File: config.mk
export PLATFORM = sky130hd
export DESIGN_NAME = uart_periph
export DESIGN_NICKNAME = d
export VERILOG_FILES = /design/src/rtl/uart_periph.sv
export SDC_FILE = /design/constraint.sdc
export NUM_CORES = 1
export LEC_CHECK = 0
export BUFFER_PORTS_ARGS = -buffer_cell sky130_fd_sc_hd__buf_4
export CAP_MARGIN = 10
export CORE_ASPECT_RATIO = 0.8
export CORE_UTILIZATION = 40
export CTS_BUF_LIST = sky130_fd_sc_hd__clkbuf_8 sky130_fd_sc_hd__clkbuf_16
export DETAILED_ROUTE_END_ITERATION = 8
export GPL_ROUTABILITY_DRIVEN = 0
export SLEW_MARGIN = 20
export SYNTH_ARGS = -nofsm -noshare
export SYNTH_HDL_FRONTEND = slang
export SYNTH_SLANG_ARGS = --single-unit
File: constraint.sdc
create_clock -name clk -period 5.6 [get_ports clk]
set_clock_uncertainty 0.2 [all_clocks]
set_input_delay 0.28 -clock clk [delete_from_list [all_inputs] [get_ports clk]]
set_output_delay 0.28 -clock clk [all_outputs]
set_load 0.01 [all_outputs]
File: src/rtl/uart_periph.sv
// rtl/uart_periph.sv - memory-mapped 8N1 UART peripheral with CTRL/STAT/BAUD/TDR/RDR registers
//
// Purpose:
//   Register block plus 8N1 transmitter and receiver sitting behind the IO
//   address decoder. Bit timing comes from BAUD (clocks per bit).
//
// Parameters:
//   DEFAULT_BAUD   BAUD reset value, clocks per bit
//   RX_FIFO_DEPTH  RX FIFO entries, power of 2 (only with UART_RX_FIFO_EN)
//
// Ports:
//   clk      in   1   system clock, rising edge
//   rst_n    in   1   asynchronous active-low reset
//   we       in   1   register write strobe
//   rd_en    in   1   register read strobe (RDR read side effect)
//   reg_sel  in   3   CTRL=0 STAT=1 BAUD=2 TDR=3 RDR=4
//   wdata    in   32  write data
//   rdata    out  32  read data, combinational from reg_sel
//   rx       in   1   serial input, asynchronous
//   tx       out  1   serial output, idle high
//   irq      out  1   CTRL.RXNEIE & STAT.RXNE
//
// Configuration macro:
//   UART_RX_FIFO_EN  when defined the RX store is an RX_FIFO_DEPTH-entry FIFO
//                    and STAT[7:5] report its occupancy; otherwise a single RDR.

module uart_periph #(
    parameter logic [15:0] DEFAULT_BAUD  = 16'd434,
    parameter int          RX_FIFO_DEPTH = 4
) (
    input  logic        clk,
    input  logic        rst_n,
    input  logic        we,
    input  logic        rd_en,
    input  logic [2:0]  reg_sel,
    input  logic [31:0] wdata,
    output logic [31:0] rdata,
    input  logic        rx,
    output logic        tx,
    output logic        irq
);

    localparam logic [2:0] REG_CTRL = 3'd0;
    localparam logic [2:0] REG_STAT = 3'd1;
    localparam logic [2:0] REG_BAUD = 3'd2;
    localparam logic [2:0] REG_TDR  = 3'd3;
    localparam logic [2:0] REG_RDR  = 3'd4;

    typedef enum logic [1:0] {
        S_IDLE  = 2'd0,
        S_START = 2'd1,
        S_DATA  = 2'd2,
        S_STOP  = 2'd3
    } uart_state_t;

    // ------------------------------------------------------------------
    // Register state
    // ------------------------------------------------------------------
    logic [2:0]  ctrl;
    logic [15:0] baud;
    logic [15:0] baud_eff;
    logic [7:0]  tdr;
    logic        txe;
    logic        tc;
    logic        ore;
    logic        fe;
    logic        rxne;
    logic [7:0]  rdr_view;
    logic [2:0]  occ;
    logic        txen;
    logic        rxen;
    logic        rxneie;
    logic        stat_wr;
    logic        tdr_wr;
    logic        rdr_read;
    logic        rx_overrun;
    logic        unused;

    assign txen     = ctrl[0];
    assign rxen     = ctrl[1];
    assign rxneie   = ctrl[2];
    assign stat_wr  = we && (reg_sel == REG_STAT);
    assign rdr_read = rd_en && (reg_sel == REG_RDR);
    assign irq      = rxneie && rxne;

    // BAUD values below 2 would leave no room for the half-bit RX sample.
    assign baud_eff = (baud < 16'd2) ? 16'd2 : baud;

    always_ff @(posedge clk or negedge rst_n) begin
        if (!rst_n) begin
            ctrl <= 3'd0;
            baud <= DEFAULT_BAUD;
        end else if (we) begin
            if (reg_sel == REG_CTRL) ctrl <= wdata[2:0];
            if (reg_sel == REG_BAUD) baud <= wdata[15:0];
        end
    end

    // ------------------------------------------------------------------
    // Transmitter
    // ------------------------------------------------------------------
    uart_state_t tx_state;
    uart_state_t tx_next;
    logic [15:0] tx_cnt;
    logic [15:0] tx_len;
    logic [2:0]  tx_bit;
    logic [7:0]  tx_shift;
    logic        tx_bit_done;
    logic        tx_load;
    logic        tx_frame_end;

    assign tx_bit_done = (tx_cnt == tx_len - 16'd1);

    always_ff @(posedge clk or negedge rst_n) begin
        if (!rst_n) tx_state <= S_IDLE;
        else        tx_state <= tx_next;
    end

    always_comb begin
        tx_next = tx_state;
        case (tx_state)
            S_IDLE:  if (txen && !txe) tx_next = S_START;
            S_START: if (tx_bit_done) tx_next = S_DATA;
            S_DATA:  if (tx_bit_done && (tx_bit == 3'd7)) tx_next = S_STOP;
            S_STOP:  if (tx_bit_done) tx_next = (txen && !txe) ? S_START : S_IDLE;
            default: tx_next = S_IDLE;
        endcase
    end

    always_comb begin
        tx_load      = 1'b0;
        tx_frame_end = 1'b0;
        tx           = 1'b1;
        case (tx_state)
            S_IDLE:  tx_load = txen && !txe;
            S_START: tx = 1'b0;
            S_DATA:  tx = tx_shift[0];
            S_STOP: begin
                tx_load      = tx_bit_done && txen && !txe;
                tx_frame_end = tx_bit_done && !tx_load;
            end
            default: tx = 1'b1;
        endcase
    end

    // Bit length is re-latched at every bit boundary so a BAUD write never
    // stretches or truncates the bit in flight.
    always_ff @(posedge clk or negedge rst_n) begin
        if (!rst_n) begin
            tx_cnt   <= 16'd0;
            tx_len   <= 16'd2;
            tx_bit   <= 3'd0;
            tx_shift <= 8'd0;
        end else if (tx_load) begin
            tx_shift <= tdr;
            tx_cnt   <= 16'd0;
            tx_len   <= baud_eff;
            tx_bit   <= 3'd0;
        end else if (tx_state != S_IDLE) begin
            if (tx_bit_done) begin
                tx_cnt <= 16'd0;
                tx_len <= baud_eff;
                if (tx_state == S_DATA) begin
                    tx_shift <= {1'b0, tx_shift[7:1]};
                    tx_bit   <= tx_bit + 3'd1;
                end
            end else begin
                tx_cnt <= tx_cnt + 16'd1;
            end
        end
    end

    // A TDR write landing in the same cycle the holding register drains into
    // the shifter is accepted: the shifter takes the old byte, TDR the new one.
    assign tdr_wr = we && (reg_sel == REG_TDR) && (txe || tx_load);

    always_ff @(posedge clk or negedge rst_n) begin
        if (!rst_n) begin
            tdr <= 8'd0;
            txe <= 1'b1;
            tc  <= 1'b1;
        end else begin
            if (tx_load) txe <= 1'b1;
            if (tdr_wr) begin
                tdr <= wdata[7:0];
                txe <= 1'b0;
                tc  <= 1'b0;
            end else if (tx_frame_end) begin
                tc <= 1'b1;
            end
        end
    end

    // ------------------------------------------------------------------
    // Receiver
    // ------------------------------------------------------------------
    uart_state_t rx_state;
    uart_state_t rx_next;
    logic        rx_meta;
    logic        rx_sync;
    logic        rx_prev;
    logic        rx_fall;
    logic [15:0] rx_cnt;
    logic [15:0] rx_len;
    logic [15:0] rx_target;
    logic [2:0]  rx_bit;
    logic [7:0]  rx_shift;
    logic        rx_tick;
    logic        rx_deliver;
    logic        rx_frame_err;

    always_ff @(posedge clk or negedge rst_n) begin
        if (!rst_n) begin
            rx_meta <= 1'b1;
            rx_sync <= 1'b1;
            rx_prev <= 1'b1;
        end else begin
            rx_meta <= rx;
            rx_sync <= rx_meta;
            rx_prev <= rx_sync;
        end
    end

    assign rx_fall = rx_prev && !rx_sync;

    // START samples at the half-bit point; every later sample is one full
    // bit after the previous one, so data bits are sampled mid-bit.
    assign rx_target = (rx_state == S_START) ? ((rx_len >> 1) - 16'd1) : (rx_len - 16'd1);
    assign rx_tick   = (rx_cnt == rx_target);

    always_ff @(posedge clk or negedge rst_n) begin
        if (!rst_n) rx_state <= S_IDLE;
        else        rx_state <= rx_next;
    end

    always_comb begin
        rx_next = rx_state;
        if (!rxen) begin
            rx_next = S_IDLE;
        end else begin
            case (rx_state)
                S_IDLE:  if (rx_fall) rx_next = S_START;
                S_START: if (rx_tick) rx_next = rx_sync ? S_IDLE : S_DATA;
                S_DATA:  if (rx_tick && (rx_bit == 3'd7)) rx_next = S_STOP;
                S_STOP:  if (rx_tick) rx_next = S_IDLE;
                default: rx_next = S_IDLE;
            endcase
        end
    end

    always_comb begin
        rx_deliver   = 1'b0;
        rx_frame_err = 1'b0;
        if (rxen && (rx_state == S_STOP) && rx_tick) begin
            rx_deliver   = rx_sync;
            rx_frame_err = !rx_sync;
        end
    end

    always_ff @(posedge clk or negedge rst_n) begin
        if (!rst_n) begin
            rx_cnt   <= 16'd0;
            rx_len   <= 16'd2;
            rx_bit   <= 3'd0;
            rx_shift <= 8'd0;
        end else if ((rx_state == S_IDLE) || !rxen) begin
            rx_cnt <= 16'd0;
            rx_len <= baud_eff;
            rx_bit <= 3'd0;
        end else if (rx_tick) begin
            rx_cnt <= 16'd0;
            rx_len <= baud_eff;
            if (rx_state == S_DATA) begin
                rx_shift <= {rx_sync, rx_shift[7:1]};
                rx_bit   <= rx_bit + 3'd1;
            end
        end else begin
            rx_cnt <= rx_cnt + 16'd1;
        end
    end

    // Error flags: hardware set wins over a software clear in the same cycle.
    always_ff @(posedge clk or negedge rst_n) begin
        if (!rst_n) begin
            ore <= 1'b0;
            fe  <= 1'b0;
        end else begin
            if (stat_wr && wdata[3]) ore <= 1'b0;
            if (stat_wr && wdata[4]) fe  <= 1'b0;
            if (rx_overrun)          ore <= 1'b1;
            if (rx_frame_err)        fe  <= 1'b1;
        end
    end

    // ------------------------------------------------------------------
    // RX store
    // ------------------------------------------------------------------
`ifdef UART_RX_FIFO_EN
    localparam int AW = (RX_FIFO_DEPTH > 1) ? $clog2(RX_FIFO_DEPTH) : 1;
    localparam logic [AW:0] FIFO_FULL = (AW + 1)'(RX_FIFO_DEPTH);

    logic [7:0]    fifo_mem [RX_FIFO_DEPTH];
    logic [AW-1:0] wr_ptr;
    logic [AW-1:0] rd_ptr;
    logic [AW:0]   fifo_cnt;
    logic          fifo_full;
    logic          fifo_push;
    logic          fifo_pop;

    assign fifo_full  = (fifo_cnt == FIFO_FULL);
    assign fifo_pop   = rdr_read && rxne;
    // A pop in the same cycle frees the slot, so a full FIFO still accepts.
    assign fifo_push  = rx_deliver && (!fifo_full || fifo_pop);
    assign rx_overrun = rx_deliver && fifo_full && !fifo_pop;
    assign rxne       = (fifo_cnt != '0);
    assign rdr_view   = rxne ? fifo_mem[rd_ptr] : 8'h00;
    assign occ        = (int'(fifo_cnt) > 7) ? 3'd7 : 3'(fifo_cnt);
    assign unused     = ^{wdata[31:16]};

    always_ff @(posedge clk) begin
        if (fifo_push) fifo_mem[wr_ptr] <= rx_shift;
    end

    always_ff @(posedge clk or negedge rst_n) begin
        if (!rst_n) begin
            wr_ptr   <= '0;
            rd_ptr   <= '0;
            fifo_cnt <= '0;
        end else begin
            if (fifo_push) wr_ptr <= wr_ptr + 1'b1;
            if (fifo_pop)  rd_ptr <= rd_ptr + 1'b1;
            case ({fifo_push, fifo_pop})
                2'b10:   fifo_cnt <= fifo_cnt + 1'b1;
                2'b01:   fifo_cnt <= fifo_cnt - 1'b1;
                default: fifo_cnt <= fifo_cnt;
            endcase
        end
    end
`else
    logic [7:0] rdr;

    assign rdr_view   = rdr;
    assign occ        = 3'd0;
    assign rx_overrun = rx_deliver && rxne && !rdr_read;
    assign unused     = ^{wdata[31:16], (RX_FIFO_DEPTH != 0)};

    // A read in the same cycle as a delivery returns the old byte while the
    // new one is loaded, so RXNE stays set and no overrun is flagged.
    always_ff @(posedge clk or negedge rst_n) begin
        if (!rst_n) begin
            rdr  <= 8'd0;
            rxne <= 1'b0;
        end else if (rx_deliver && (!rxne || rdr_read)) begin
            rdr  <= rx_shift;
            rxne <= 1'b1;
        end else if (rdr_read) begin
            rxne <= 1'b0;
        end
    end
`endif

    // ------------------------------------------------------------------
    // Read mux
    // ------------------------------------------------------------------
    always_comb begin
        rdata = 32'd0;
        case (reg_sel)
            REG_CTRL: rdata = {29'd0, ctrl};
            REG_STAT: rdata = {24'd0, occ, fe, ore, rxne, tc, txe};
            REG_BAUD: rdata = {16'd0, baud};
            REG_TDR:  rdata = {24'd0, tdr};
            REG_RDR:  rdata = {24'd0, rdr_view};
            default:  rdata = 32'd0;
        endcase
    end

endmodule

==> results of run 1 <==
routing by layer:
metal	wire, µm	part of all wire	track usage	vias to the layer above
met3	677	0.038	0.0383	12
met2	7690	0.43	0.271	122
met5	0	0	0	-
li1	-	-	-	2819
met4	151	0.0084	0.0554	0
met1	9450	0.53	0.289	2840
report_power, final:
group          internal [mW]  switching [mW]
logic                  0.558           0.578
clock network          0.717           0.446
registers               1.19           0.312
cells by family (layout without fill, tap and decap cells):
kind of cell,count (synthesis),after routing
fa+ha+maj,13,13
other cells,1,16
compound gates,110,110
mux,104,104
xor+xnor,65,65
flops,133,133
buf+inv,76,117
simple gates,273,273
registers in the layout (all words and copies together) (netlist names), 8 cells and up:
| name | cells |
|---|---|
| tx_shift | 8 |
| rx_shift | 8 |
| tx_cnt | 16 |
| rdr | 8 |
| tx_len | 16 |
| tdr | 8 |
| baud | 16 |
| rx_cnt | 16 |
| rx_len | 16 |
worst max path at each step:
stage	from	endpoint	slack [ns]	cells after the start
after floorplan	rx_state[0]	rdr[1]	1.29	16
after global placement	rx_state[1]	rdr[4]	1.05	11
after detailed placement	rx_state[1]	rdr[3]	1.00	11
after CTS	rx_state[1]	rdr[1]	0.96	11
after global routing	rx_state[1]	rdr[1]	0.55	12
final	rx_state[1]	rdr[1]	0.93	11
worst register-to-register path: stages (launching register included):
cell	delay (ns)
dfrtp_1	0.61
nor2b_2	0.24
mux2i_1	0.29
ha_1	0.25
nor3b_1	0.26
o21ai_1	0.23
nor4bb_1	0.40
xnor2_1	0.19
nand4_1	0.14
or4b_1	0.74
nor4b_4	0.61
mux2_2	0.41
repair_timing:
| item | CTS | global route |
|---|---|---|
| gates resized for setup | 0 | 0 |
| hold buffers | 18 | 0 |
| buffers inserted | 0 | 0 |
| hold endpoints to repair | 103 | 0 |
placed cells by master (no fill, tap or decap), types with 6 or more instances in the layout:
cell type,count
nand4_1,7
mux2i_1,27
and2_1,15
a21oi_1,19
conb_1,16
nor2_1,59
buf_4,47
clkinv_4,6
o21ai_0,37
or3_1,6
ha_1,13
nand3b_1,6
inv_1,19
dfstp_2,12
mux2_2,73
and3_1,10
dlygate4sd3_1,18
xor2_1,27
dfrtp_1,121
o211ai_1,8
xnor2_1,38
nor4_1,13
nand2_1,59
nor3_1,14
nand3_1,28
a31oi_1,6
nand2b_1,9
clkbuf_16,17
nor2b_1,9
final cells by class:
cell class | instances | area [µm²]
Multi-Input combinational cell | 581 | 4150
Sequential cell | 133 | 3340
Clock inverter | 14 | 178
Inverter | 19 | 71.3
Fill cell | 1834 | 9980
Clock buffer | 18 | 439
Timing Repair Buffer | 66 | 544
Tap cell | 258 | 323
metrics by stage:
step                instance area [µm²]  cells
finish                             9050   1089
global route                       9050   1089
CTS                                9050   1089
detailed placement                 8260   1039
global placement                   8260   1039
floorplan                          7870    790
==> impl_metrics.yaml, run 1 <==
placement:
  io_buffers: 41
  dp_hpwl_mm: 12.5
  preCtsSetupSlack_ns: 1.00
timing:
  holdWs_ns: 0.0335
  totalNegativeSetupSlack_ns: 0
  max_freq_ghz: 0.214
  min_period_ns: 4.67
  hold_viol: 0
  fin_ws_ns: 0.929
  finalCritPeriodShare: 0.834
  worst_pin_slew_ns: 0.942
  rsz0062_at_grt: "false"
  maxSlewHeadroom: 0.363
  drv_slew: 0
  setup_violations: 0
logic_synthesis:
  synth-seq-area-share: 0.428
  synth_compound_area_frac: 0.0937
  synth_top_area_frac: 0.388
  synth-seq-cells: 133
  synth.avg_cell_area_um2: 10.1
  synth-edff-count: 0
  yosysWarnings: 0
  synthAdderAreaFrac: 0.0208
  ys_types: 68
  synth_cells: 775
  synth_top_family_by_area: "simple AND/OR/NAND/NOR gates"
  synth-main-ff-cell: "dfrtp_1"
  synth_area_um2: 7810
  synth_simple_gate_area_frac: 0.189
  yosysTopAreaCell: "dfrtp_1"
  synth-xor-area-share: 0.0729
  synthTopCellsByCount: "dfrtp_1 (121), mux2_2 (73), nand2_1 (59), nor2_1 (59), xnor2_1 (38)"
  async_reset_ff_frac: 1.00
  synthMuxAreaShare: 0.147
  yosysMostFrequentCell: "dfrtp_1"
  synth.area.top_cells: "dfrtp_1 (39%), mux2_2 (11%), xnor2_1 (4.3%)"
pwr:
  power_density_nw_per_um2: 420
  p_leak_nw: 3.80
  total_power_mw: 3.80
  ir_worst_vdd_v: 0.000173
min_path:
  min_delay_path_depth: 4
  hold_start: "rd_en"
  hold_class: "input pin to flop"
  worstHoldEndpoint: "ore"
routing:
  wirelength_mm: 18.0
  drcViolationCount: 0
  vias: 5793
  drtIter0Drc: 414
  vias_per_cell: 5.32
  ant_nets: 0
  first_pass_iters: 5
  drt-wirelength-per-cell_um: 16.5
final_layout:
  utilization: 0.476
  diodes: 0
  layout-drive-gt1-share: 0.217
  area_growth_pct: 15.9
  nets: 871
clock_tree:
  root_buffer: "clkbuf_16"
  path_clk_slew_ns: 0.06
  cts_num_sinks: 133
  cts_tree: "built"
  cts_made_buffers: 17
  clk_latency_ns: 0.42
  clockBufferDepth: 2
  htreeDepth: 4
setup_path:
  cp_max_fo: 19
  critPathKind: "flop to flop"
  r2r_setup_slack_ns: 0.93
  critPathArrivalTime_ns: 4.77
  reg2regPathDepth: 11
  cp-end-kind: "flop"
  crit_chain: "nor2b_2, mux2i_1, ha_1, nor3b_1, o21ai_1, nor4bb_1, xnor2_1, nand4_1, or4b_1, nor4b_4, mux2_2"
  critPathTopFamily: "simple AND/OR/NAND/NOR gates"
  slowest_delay_ns: 0.74
  crit_required_ns: 5.70
  worstReg2RegEnd: "rdr[1]"
  cp.buffers_inverters: 0
  worstSetupStartpointType: "flop"
  worst_path_max_delay_cell: "or4b_1"
  r2r_start: "rx_state[1]"
global_routing:
  grt_pass1_wl_mm: 29.4
  antenna_found_initial: 0
  overflow: 0
  grt_pass1_vias: 5530
  grt_use_total: 0.190
  grt_max_degree: 78
floorplanning:
  pin_count: 74
  dieArea_um2: 20100
  start_util: 0.410
  die_w_um: 158
  die_y_um: 127
  std_cell_rows: 45
  core-area_um2: 19000
run_status:
  status: "completed"
run:
  cap_violations: 0
Power figures use the tool's default switching activity.
==> run 2: changes to the inputs <==
clock period = 4.4 ns   (was 5.6 ns; I/O delays follow)
==> run 2 against run 1 <==
  * Utilization increased by 0.72 points
  * Non-clock buffer count increased by 14
  * Setup slack got worse by 0.58 ns
  * Register-to-register slack got worse by 0.58 ns
  * Clock power increased by 31%
  * Maximum frequency increased by 15%
  * Combinational power increased by 32%
  * Highest routed layer unchanged
==> impl_metrics.yaml, run 2 (same netlist as run 1, synthesis figures left out) <==
run_status:
  status: "completed"
global_routing:
  grt_pass1_wl_mm: 30.1
  overflow: 0
  grt_use_total: 0.194
  grt_pass1_vias: 5589
  antenna_found_initial: 0
  grt_max_degree: 99
pwr:
  power_density_nw_per_um2: 536
  p_leak_nw: 3.88
  ir_worst_vdd_v: 0.000295
timing:
  min_period_ns: 4.05
  fin_ws_ns: 0.345
  totalNegativeSetupSlack_ns: 0
  hold_viol: 0
  drv_slew: 0
  maxSlewHeadroom: 0.373
  finalCritPeriodShare: 0.922
  max_freq_ghz: 0.247
  setup_violations: 0
  worst_pin_slew_ns: 0.941
  rsz0062_at_grt: "false"
floorplanning:
  die_w_um: 158
  std_cell_rows: 45
  core-area_um2: 19000
  start_util: 0.410
  pin_count: 74
  die_y_um: 127
  dieArea_um2: 20100
final_layout:
  layout-drive-gt1-share: 0.228
  num-fill-cells: 1798
  diodes: 0
  most-common-layout-cells: "dfrtp_1 (121), mux2_2 (73), nor2_1 (59), nand2_1 (59), buf_4 (58)"
  multi_input_area_um2: 4160
  register_area_um2: 3340
  nets: 885
  final_common_cell: "dfrtp_1"
  area_growth_pct: 17.7
clock_tree:
  root_buffer: "clkbuf_16"
  cts_made_buffers: 17
  cts_setup_buffers: 0
  clockBufferDepth: 2
  path_clk_slew_ns: 0.06
  htreeDepth: 4
  clk_latency_ns: 0.43
  cts_num_sinks: 133
  cts_tree: "built"
setup_path:
  worstSetupStartpointType: "flop"
  cp_max_fo: 8
  critPathKind: "flop to flop"
  cp-end-kind: "flop"
  crit_required_ns: 4.52
  critPathArrivalTime_ns: 4.17
routing:
  first_pass_iters: 4
  ant_nets: 0
  vias_per_cell: 5.28
  drtIter0Drc: 466
  wirelength_mm: 18.2
  drt-wirelength-per-cell_um: 16.5
  drcViolationCount: 0
  vias: 5829
run:
  cap_violations: 0
min_path:
  hold_class: "input pin to flop"
placement:
  preCtsSetupSlack_ns: 0.243
  dp_hpwl_mm: 12.7
  io_buffers: 41
==> run 2: report_power, final <==
part	switching, mW	internal (mW)	total, mW
Clock	0.598	0.923	1.52
Sequential	0.381	1.52	1.90
Combinational	0.772	0.731	1.50
Total	1.75	3.17	4.92
==> run 2: path summary, 6_finish.rpt <==
kind                              from    endpoint  slack (ns)  cells past startpoint
hold / removal              reg_sel[2]         ore        0.03                      5
max in group asynchronous        rst_n     baud[4]        2.63                      3
setup reg to reg           rx_state[1]      rdr[4]        0.35                     12
hold reg to reg                rx_meta     rx_sync        0.16                      0
min in group asynchronous        rst_n  rx_cnt[14]        0.24                      2
setup / recovery           rx_state[1]      rdr[4]        0.35                     12
==> run 2: layout make-up <==
| cell class | instances | area share |
|---|---|---|
| Inverter | 19 | 0.00776 |
| Multi-Input combinational cell | 581 | 0.452 |
| Timing Repair Buffer | 80 | 0.0726 |
| Clock inverter | 14 | 0.0204 |
| Sequential cell | 133 | 0.364 |
| Clock buffer | 18 | 0.0478 |
| Tap cell | 258 | 0.0351 |
==> run 2: per-layer routing <==
layer | global-route usage | share of wire | wire, µm
met2 | 0.270 | 0.43 | 7750
met5 | 0 | 0 | 0
met3 | 0.0417 | 0.038 | 695
met1 | 0.301 | 0.53 | 9600
met4 | 0.0526 | 0.0084 | 153
==> run 2: worst max-delay path, stage by stage, from the launching register on <==
cell and delay [ns]:
dfrtp_1 0.41, nor2b_2 0.16, mux2i_1 0.28, ha_1 0.25, nor3b_1 0.25, o21ai_1 0.22, nor4bb_1 0.38, xnor2_1 0.18
nand4_1 0.14, or4b_4 0.65, nor4b_4 0.28, buf_4 0.21, mux2_2 0.34
==> run 2: per-stage QoR <==
step	hold WS [ns]	power, mW	std cells	util	cell area, µm²
6_report	0.0296	4.92	1103	0.483	9190
5_1_grt	0.0468	5.23	1103	0.483	9190
4_1_cts	0.00780	4.93	1103	0.483	9190
3_5_place_dp	0.130	3.38	1051	0.439	8360
3_3_place_gp	0.130	3.35	1051	0.439	8360
2_1_floorplan	-0.276	2.88	790	-	7870
==> run 2: repair_timing <==
action / 4_1_cts / 5_1_grt
setup endpoints to repair: 0 / 23
hold buffers: 20 / 0
resized for setup: 0 / 1
endpoints found under the hold margin: 121 / 0
